File: src/rtl/fetch_seq_pkg.sv
// Shared types and constants for the instruction-fetch sequencer.
// Holds the FSM state enum, default halt word, reset PC and ROM select codes.
package fetch_seq_pkg;

    typedef enum logic [1:0] {
        S_IDLE  = 2'd0,
        S_RUN   = 2'd1,
        S_DRAIN = 2'd2,
        S_DONE  = 2'd3
    } seq_state_e;

    localparam logic [31:0] HALT_INSTR_DEF = 32'hFFFF_FFFF;
    localparam logic [31:0] RESET_PC       = 32'd0;

    localparam logic MODE_ROM1 = 1'b0;
    localparam logic MODE_ROM2 = 1'b1;

endpackage

File: src/rtl/fetch_sequencer_down_counter.sv
// Loadable down counter with zero flag, used to time the post-halt drain.
// Ports: clk, rst (sync, active-high), load/load_val, dec, zero.
module seq_down_counter #(
    parameter int W = 2
) (
    input  logic         clk,
    input  logic         rst,
    input  logic         load,
    input  logic [W-1:0] load_val,
    input  logic         dec,
    output logic         zero
);

    logic [W-1:0] count;

    always_ff @(posedge clk) begin
        if (rst) begin
            count <= '0;
        end else if (load) begin
            count <= load_val;
        end else if (dec && (count != '0)) begin
            count <= count - 1'b1;
        end
    end

    assign zero = (count == '0);

endmodule

File: src/rtl/fetch_sequencer.sv
// Fetch-stage control FSM: start/select program, stall, redirect, halt drain.
// Ports: clk, rst (sync, active-high), start, mode_req, stall_req,
//   redirect_valid/target, instr, pc_plus1 in; fetch_en, pc_next, flush
//   (combinational), mode_sel, busy, done, timeout, instr_count (registered).
// Optional watchdog: define FETCH_SEQ_WATCHDOG_EN to enable timeout.
module fetch_sequencer
    import fetch_seq_pkg::*;
#(
    parameter int                ADDR_W       = 32,
    parameter int                CNT_W        = 16,
    parameter int                DRAIN_CYCLES = 4,
    parameter logic [ADDR_W-1:0] HALT_INSTR   = HALT_INSTR_DEF,
    parameter int                WDOG_CYCLES  = 65535
) (
    input  logic              clk,
    input  logic              rst,
    input  logic              start,
    input  logic              mode_req,
    input  logic              stall_req,
    input  logic              redirect_valid,
    input  logic [ADDR_W-1:0] redirect_target,
    input  logic [ADDR_W-1:0] instr,
    input  logic [ADDR_W-1:0] pc_plus1,
    output logic              fetch_en,
    output logic [ADDR_W-1:0] pc_next,
    output logic              mode_sel,
    output logic              flush,
    output logic              busy,
    output logic              done,
    output logic              timeout,
    output logic [CNT_W-1:0]  instr_count
);

    localparam int DCW = (DRAIN_CYCLES > 1) ? $clog2(DRAIN_CYCLES) : 1;
    localparam logic [DCW-1:0] DRAIN_LOAD = DCW'(DRAIN_CYCLES - 1);
    localparam logic [ADDR_W-1:0] PC_RST = ADDR_W'(RESET_PC);

    seq_state_e state, state_n;

    logic accept;
    logic count_inc;
    logic cnt_load;
    logic cnt_dec;
    logic cnt_zero;
    logic wdog_hit;

    seq_down_counter #(
        .W(DCW)
    ) u_drain_cnt (
        .clk     (clk),
        .rst     (rst),
        .load    (cnt_load),
        .load_val(DRAIN_LOAD),
        .dec     (cnt_dec),
        .zero    (cnt_zero)
    );

    always_ff @(posedge clk) begin
        if (rst) begin
            state <= S_IDLE;
        end else begin
            state <= state_n;
        end
    end

    always_comb begin
        state_n   = state;
        fetch_en  = 1'b0;
        pc_next   = PC_RST;
        flush     = 1'b0;
        accept    = 1'b0;
        count_inc = 1'b0;
        cnt_load  = 1'b0;
        cnt_dec   = 1'b0;
        unique case (state)
            S_IDLE, S_DONE: begin
                if (start) begin
                    accept   = 1'b1;
                    fetch_en = 1'b1;
                    state_n  = S_RUN;
                end
            end
            S_RUN: begin
                pc_next = pc_plus1;
                if (wdog_hit) begin
                    state_n = S_DONE;
                end else if (redirect_valid) begin
                    fetch_en = 1'b1;
                    pc_next  = redirect_target;
                    flush    = 1'b1;
                end else if (stall_req) begin
                    fetch_en = 1'b0;
                end else if (instr == HALT_INSTR) begin
                    // PC freezes on the halt word while older stages drain.
                    cnt_load = 1'b1;
                    state_n  = S_DRAIN;
                end else begin
                    fetch_en  = 1'b1;
                    count_inc = 1'b1;
                end
            end
            S_DRAIN: begin
                if (redirect_valid) begin
                    // Halt was on the wrong path: resume at the target.
                    fetch_en = 1'b1;
                    pc_next  = redirect_target;
                    flush    = 1'b1;
                    state_n  = S_RUN;
                end else if (cnt_zero) begin
                    state_n = S_DONE;
                end else begin
                    cnt_dec = 1'b1;
                end
            end
            default: state_n = S_IDLE;
        endcase
    end

    always_ff @(posedge clk) begin
        if (rst) begin
            mode_sel    <= MODE_ROM1;
            instr_count <= '0;
            busy        <= 1'b0;
            done        <= 1'b0;
        end else begin
            if (accept) begin
                mode_sel    <= mode_req;
                instr_count <= '0;
            end else if (count_inc && (instr_count != '1)) begin
                instr_count <= instr_count + 1'b1;
            end
            busy <= (state_n == S_RUN) || (state_n == S_DRAIN);
            done <= (state_n == S_DONE);
        end
    end

`ifdef FETCH_SEQ_WATCHDOG_EN
    localparam int WW = $clog2(WDOG_CYCLES + 1);
    localparam logic [WW-1:0] WDOG_LAST = WW'(WDOG_CYCLES - 1);

    logic [WW-1:0] wdog_cnt;

    // Fires on the WDOG_CYCLES-th RUN cycle since start.
    assign wdog_hit = (state == S_RUN) && (wdog_cnt == WDOG_LAST);

    always_ff @(posedge clk) begin
        if (rst) begin
            wdog_cnt <= '0;
            timeout  <= 1'b0;
        end else if (accept) begin
            wdog_cnt <= '0;
            timeout  <= 1'b0;
        end else if (state == S_RUN) begin
            wdog_cnt <= wdog_cnt + 1'b1;
            if (wdog_hit) begin
                timeout <= 1'b1;
            end
        end
    end
`else
    logic unused_wdog;
    assign unused_wdog = ^WDOG_CYCLES;
    assign wdog_hit    = 1'b0;
    assign timeout     = 1'b0;
`endif

endmodule
File: config.mk
export PLATFORM = sky130hd
export DESIGN_NAME = fetch_sequencer
export DESIGN_NICKNAME = d
export VERILOG_FILES = /design/src/rtl/fetch_seq_pkg.sv /design/src/rtl/fetch_sequencer_down_counter.sv /design/src/rtl/fetch_sequencer.sv
export SDC_FILE = /design/constraint.sdc
export NUM_CORES = 1
export LEC_CHECK = 0
export CAP_MARGIN = 5
export CORE_MARGIN = 2
export CORE_UTILIZATION = 32
export DETAILED_ROUTE_END_ITERATION = 10
export PLACE_DENSITY = 0.82
export SYNTH_ARGS = -nofsm -noshare
export SYNTH_HDL_FRONTEND = slang
export SYNTH_HIERARCHICAL = 1
export SYNTH_SLANG_ARGS = --single-unit
File: constraint.sdc
create_clock -name clk -period 2.4 [get_ports clk]
set_input_delay 0.48 -clock clk [delete_from_list [all_inputs] [get_ports clk]]
set_output_delay 0.48 -clock clk [all_outputs]
set_load 0.01 [all_outputs]
======== Word-level counts from Yosys, hierarchy flattened ========
Cells that the tools add are included.
storage, ports and cells
  register bits after elaboration ......... 23
  bits in latches ......................... 0
  bits in writable memories ............... 0
  ROM bits ................................ 0
  input port bits ......................... 102
  output and inout bits ................... 54
  word-level logic and storage cells ...... 55
  memories kept ........................... 0
operators by class
  $add $sub $neg .......................... 2
  $mul .................................... 0
  div/mod/pow operators ................... 0
  order comparisons ....................... 0
  eq/ne operators ......................... 8
  shifts and indexed selects .............. 0
  muxes and demuxes ....................... 29
  bitwise operators ....................... 0
  reduce and logical (&&, ||, !) cells .... 10
operator list
  kind                                                  count
  two-way mux 32 bit                                    2
  case mux 32 bit (2 select lines)                      1
  equality test 32 bit (second input constant)          1
  adder 16 x 1 -> 16 bit (second input constant)        1
  two-way mux 1 bit                                     16
  two-way mux 2 bit                                     8
  != test 16 bit (second input constant)                1
  equality test 2 bit (second input constant)           4
  case mux 2 bit (3 select lines)                       1
  OR reduction 2 bit                                    3
  equality test 2 x 1 -> 1 bit (second input constant)  2
  zero test 2 bit                                       2
  nonzero test 2 bit                                    2
  case mux 1 bit (3 select lines)                       1
  logical AND 1 bit                                     2
  subtractor 2 x 1 -> 2 bit (second input constant)     1
  logical OR 1 bit                                      1

======== Depth between registers and ports, before layout ========
  depth in word-level cells ............... 7
  mapped depth ............................ 8
  depth with buffers taken out ............ 8

======== Cells and area by module ========
Netlist, hierarchy kept.
modules (own cells, without submodules)
  module            instances  cells an instance  area each (um^2)  sequential area each (um^2)
  fetch_sequencer   1          221                1632.8            420.4
  seq_down_counter  1          14                 126.4             40.0

======== Worst setup path before layout ========
No wires, ideal clock.
  kind .................................... flip-flop to output port
  start ................................... register state[0]
  end ..................................... output pc_next[10]
  arrival ................................. 1.600 ns
  data required time ...................... 1.920 ns
  slack ................................... 0.320 ns
  cell stages (with the launch flop) ...... 7
  buffers on the path ..................... 2
  cells stage by stage .................... dfxtp_1 > inv_1 > ha_1 > or2_2 > clkbuf_1 > clkbuf_1 > nor2_1
on the way
  word-level cells in the longest chain between the ends .. 2
  elaborated cells on any way between the ends .. 3
  classes of those cells .................. eq/ne: 2; mux: 1
RTL lines
  element                                                                     RTL line               source
  start: declaration                                                          fetch_sequencer.sv:38  seq_state_e state, state_n;
  start signal: assignment                                                    fetch_sequencer.sv:62  state <= state_n;
  equality test 2 bit / equality test 2 x 1 -> 1 bit (equally long branches)  fetch_sequencer.sv:75  unique case (state)
  case mux 32 bit (2 select lines) (*)                                        fetch_sequencer.sv:75
  end: declaration                                                            fetch_sequencer.sv:25  output logic [ADDR_W-1:0] pc_next,
Every way passes the cells marked *; elsewhere a longest branch is shown, timed or not.

======== Worst setup path in the final report ========
  start ................................... register state[0]
  end ..................................... output pc_next[27]
The elaborated chain is that of the path after synthesis.

==> run metrics <==
clock latency on the worst-skew pair=0.27 ns; number of hold violations in the final report=0; post-synthesis cell count=235; maximum VDD drop=0.294 mV; Post-CTS Setup Bufs=0; pwr dens=459 mW/mm^2; capturing element of the worst setup path=pc_next[27]; biggest area contributors in the synthesized netlist=sky130_fd_sc_hd__dfxtp_1 26%, sky130_fd_sc_hd__mux2i_1 18%, sky130_fd_sc_hd__nor2_1 12%; clock buffer count from CTS=3; flop and latch count out of synthesis=23; antenna viol nets, final=0; library cells used by synthesis=37; path class of the lowest-slack min-delay path=flip-flop to flip-flop; area delta synth->final=98.4%; Die Ht=78.1 microns; routed vias=2235; drt first-iter violations=142; post-synthesis instance area=0.00176 sq mm; instance area at placement=0.00346 sq mm; critical path launch point type=flip-flop; Bufs and invs on worst path=3; commonest cells after routing, fill and taps aside=107 x sky130_fd_sc_hd__clkdlybuf4s50_1, 55 x sky130_fd_sc_hd__nor2_1, 32 x sky130_fd_sc_hd__mux2i_1; number of levels in the clock H-tree=1; detailed placer's ending HPWL=5350 microns; antenna violations before repair=0; path depth of the worst reg2reg path=8; largest buffer count on any clock path=2; unrepaired setup endpoints after global routing=false; fraction of layout instances using a drive strength above 1=10.1%; wirelength, routed=6580 microns; run status=finished clean; Core Area=0.00520 sq mm; via count of the first global-routing pass=2172; starting density of the core=33.8%; area fraction of the dominant cell type after synthesis=26.2%; count of non-filler cells in the finished layout=465; Max stage delay on crit path=0.35 ns; number of cell rows=26; total inserted antenna cells=0; total track usage=20.1%; Critical Path Slowest Stage Cell=sky130_fd_sc_hd__dfxtp_2; Post-Layout Inst Area=0.00349 sq mm; clock period minus worst slack=2.31 ns; critical path's top delay family=buffers and inverters; most area-hungry cell type in the Yosys netlist=sky130_fd_sc_hd__dfxtp_1; total placed cells including tap cells=461; number of port buffers=154; Clock Tree Root=sky130_fd_sc_hd__clkbuf_8; hold-fix buffer count after cts=0; Via density=4.81; number of design rule violations left after detail routing=0; highest fanout seen on the critical path=20; Mapped Avg Cell Area=7.49 sq um; arrival time of data at the critical path endpoint=1.83 ns; most frequent standard cell in the layout excluding fill and tap cells=sky130_fd_sc_hd__clkdlybuf4s50_1; final worst path period share=96.2%; CTS tree=yes; reg-to-reg slack, setup=0.51 ns; maximum clock skew at final layout=0.00384 ns; Seq/Total Area, Yosys=26.2%; max cap viols=0; worst setup path class=flip-flop to output pin; Achievable Freq=433 MHz; critical path launch point=state[0]; wire length per cell after detailed routing=14.2 microns; largest net degree at the start of global routing=25; clock slew at reported path FFs=0.08 ns; final setup violation count=0; Boundary Pins=156; number of sinks on the clock net=23; Static Leak=1.58 nW; capture instance of the worst register-to-register path=busy; Slew Limit Fails=0; First-pass DRT Iterations=4; WP data required=1.92 ns; chain of cells forming the critical path=inv_1 > ha_1 > or2_4 > buf_12 > nor2_1 > dlygate4sd2_1; area of the die=0.00611 sq mm; GRT Residual Overflow=0; number of nets in the finished design=503; R2R Path Start=u_drain_cnt/count[0]; number of cells on the critical path=6; global-route wire length before repair=9950 microns; chip width=78.1 microns; Synth warnings=6; Placer Congestion=0.841; crit end category=output pin
-- state kept, by name, summed over array words and instances, names as in the netlist --
signal / cells
done: 1
instr_count: 16
busy: 1
state: 2
u_drain_cnt/count: 2
mode_sel: 1
-- cells by family after synthesis --
logic type	share of synthesized area, %
flops	26.2
compound gates	7.04
fa+ha+maj	3.56
other cells	0.427
xor+xnor	6.47
simple gates	32.9
buf+inv	5.19
mux	18.2
-- timing repair --
item	4_1_cts	5_1_grt
setup endpoints to repair	34	22
gates resized for setup	35	38
pin swaps	1	9
-- cells in the mapped netlist --
library cell / number
sky130_fd_sc_hd__and3_1: 5
sky130_fd_sc_hd__a211oi_2: 1
sky130_fd_sc_hd__nand2_1: 12
sky130_fd_sc_hd__nand3b_1: 1
sky130_fd_sc_hd__xor2_1: 11
sky130_fd_sc_hd__or4_1: 1
sky130_fd_sc_hd__nor3_1: 1
sky130_fd_sc_hd__inv_2: 1
sky130_fd_sc_hd__buf_2: 4
sky130_fd_sc_hd__a31o_1: 1
sky130_fd_sc_hd__inv_1: 8
sky130_fd_sc_hd__nor4_2: 1
sky130_fd_sc_hd__ha_1: 5
sky130_fd_sc_hd__dfxtp_1: 23
sky130_fd_sc_hd__a21oi_1: 9
sky130_fd_sc_hd__mux2i_1: 32
sky130_fd_sc_hd__o21ai_0: 5
sky130_fd_sc_hd__a21oi_2: 1
sky130_fd_sc_hd__nand2b_1: 1
sky130_fd_sc_hd__xnor2_1: 2
sky130_fd_sc_hd__o211ai_1: 1
sky130_fd_sc_hd__buf_4: 1
sky130_fd_sc_hd__a22oi_1: 1
sky130_fd_sc_hd__nor3_2: 2
sky130_fd_sc_hd__nand3_2: 1
sky130_fd_sc_hd__nor3b_1: 1
sky130_fd_sc_hd__clkbuf_1: 7
sky130_fd_sc_hd__or3_1: 4
sky130_fd_sc_hd__nand3_1: 13
sky130_fd_sc_hd__nor2b_4: 1
sky130_fd_sc_hd__buf_1: 1
sky130_fd_sc_hd__nor2b_1: 4
sky130_fd_sc_hd__nor2_1: 56
sky130_fd_sc_hd__or2_2: 1
sky130_fd_sc_hd__conb_1: 2
sky130_fd_sc_hd__o31a_1: 1
sky130_fd_sc_hd__nand4_1: 13
-- stage by stage --
| step | worst slack (ns) | hold WS [ns] | power, mW | TNS, ns | utilization (%) |
|---|---|---|---|---|---|
| after detailed placement | -0.386 | 0.452 | 1.42 | -1.42 | 66.5 |
| after global routing | 0.00729 | 0.511 | 1.72 | 0 | 67.1 |
| after global placement | -0.367 | 0.446 | 1.41 | -1.01 | 66.5 |
| final | 0.0909 | 0.468 | 1.60 | 0 | 67.1 |
| after CTS | -0.104 | 0.467 | 1.60 | -0.132 | 66.6 |
| after floorplan | 0.320 | 0.474 | 0.843 | 0 | - |
-- how the worst min path moves through the flow --
stage | from | endpoint | cells past startpoint
CTS | mode_sel | mode_sel | 2
finish | mode_sel | mode_sel | 2
global placement | mode_sel | mode_sel | 2
detailed placement | mode_sel | mode_sel | 2
global route | mode_sel | mode_sel | 2
floorplan | mode_sel | mode_sel | 2
-- area by class of cell --
| class | instances | area [sq um] |
|---|---|---|
| sequential | 23 | 462 |
| fill | 452 | 1710 |
| timing repair buffer | 168 | 1630 |
| inverter | 9 | 33.8 |
| clock buffer | 3 | 41.3 |
| tap | 70 | 87.6 |
| multi-input combinational | 191 | 1230 |
| clock inverter | 1 | 5.00 |
-- report_power, final --
part	total, mW	internal, mW	switching, mW
logic	0.920	0.514	0.407
registers	0.434	0.416	0.0181
clock network	0.249	0.116	0.133
total	1.60	1.05	0.558
-- worst register-to-register path: stages (launching register included) --
cell                      delay, ns
sky130_fd_sc_hd__dfxtp_1       0.35
sky130_fd_sc_hd__inv_1         0.05
sky130_fd_sc_hd__ha_1          0.27
sky130_fd_sc_hd__or3_1         0.33
sky130_fd_sc_hd__a21oi_1       0.15
sky130_fd_sc_hd__a21oi_1       0.05
sky130_fd_sc_hd__a31o_1        0.19
sky130_fd_sc_hd__ha_1          0.27
sky130_fd_sc_hd__nor2b_4       0.12
-- routing by layer --
metal	share of wire (%)	wire length (microns)	GRT usage (%)	vias to the layer above
li1	-	-	-	1122
met5	0	0	0	-
met3	13	853	8.51	10
met4	1.3	87	5.79	0
met1	36	2350	19.4	983
met2	50	3290	38.8	120
Note: power is estimated with default switching activity, not from simulation.
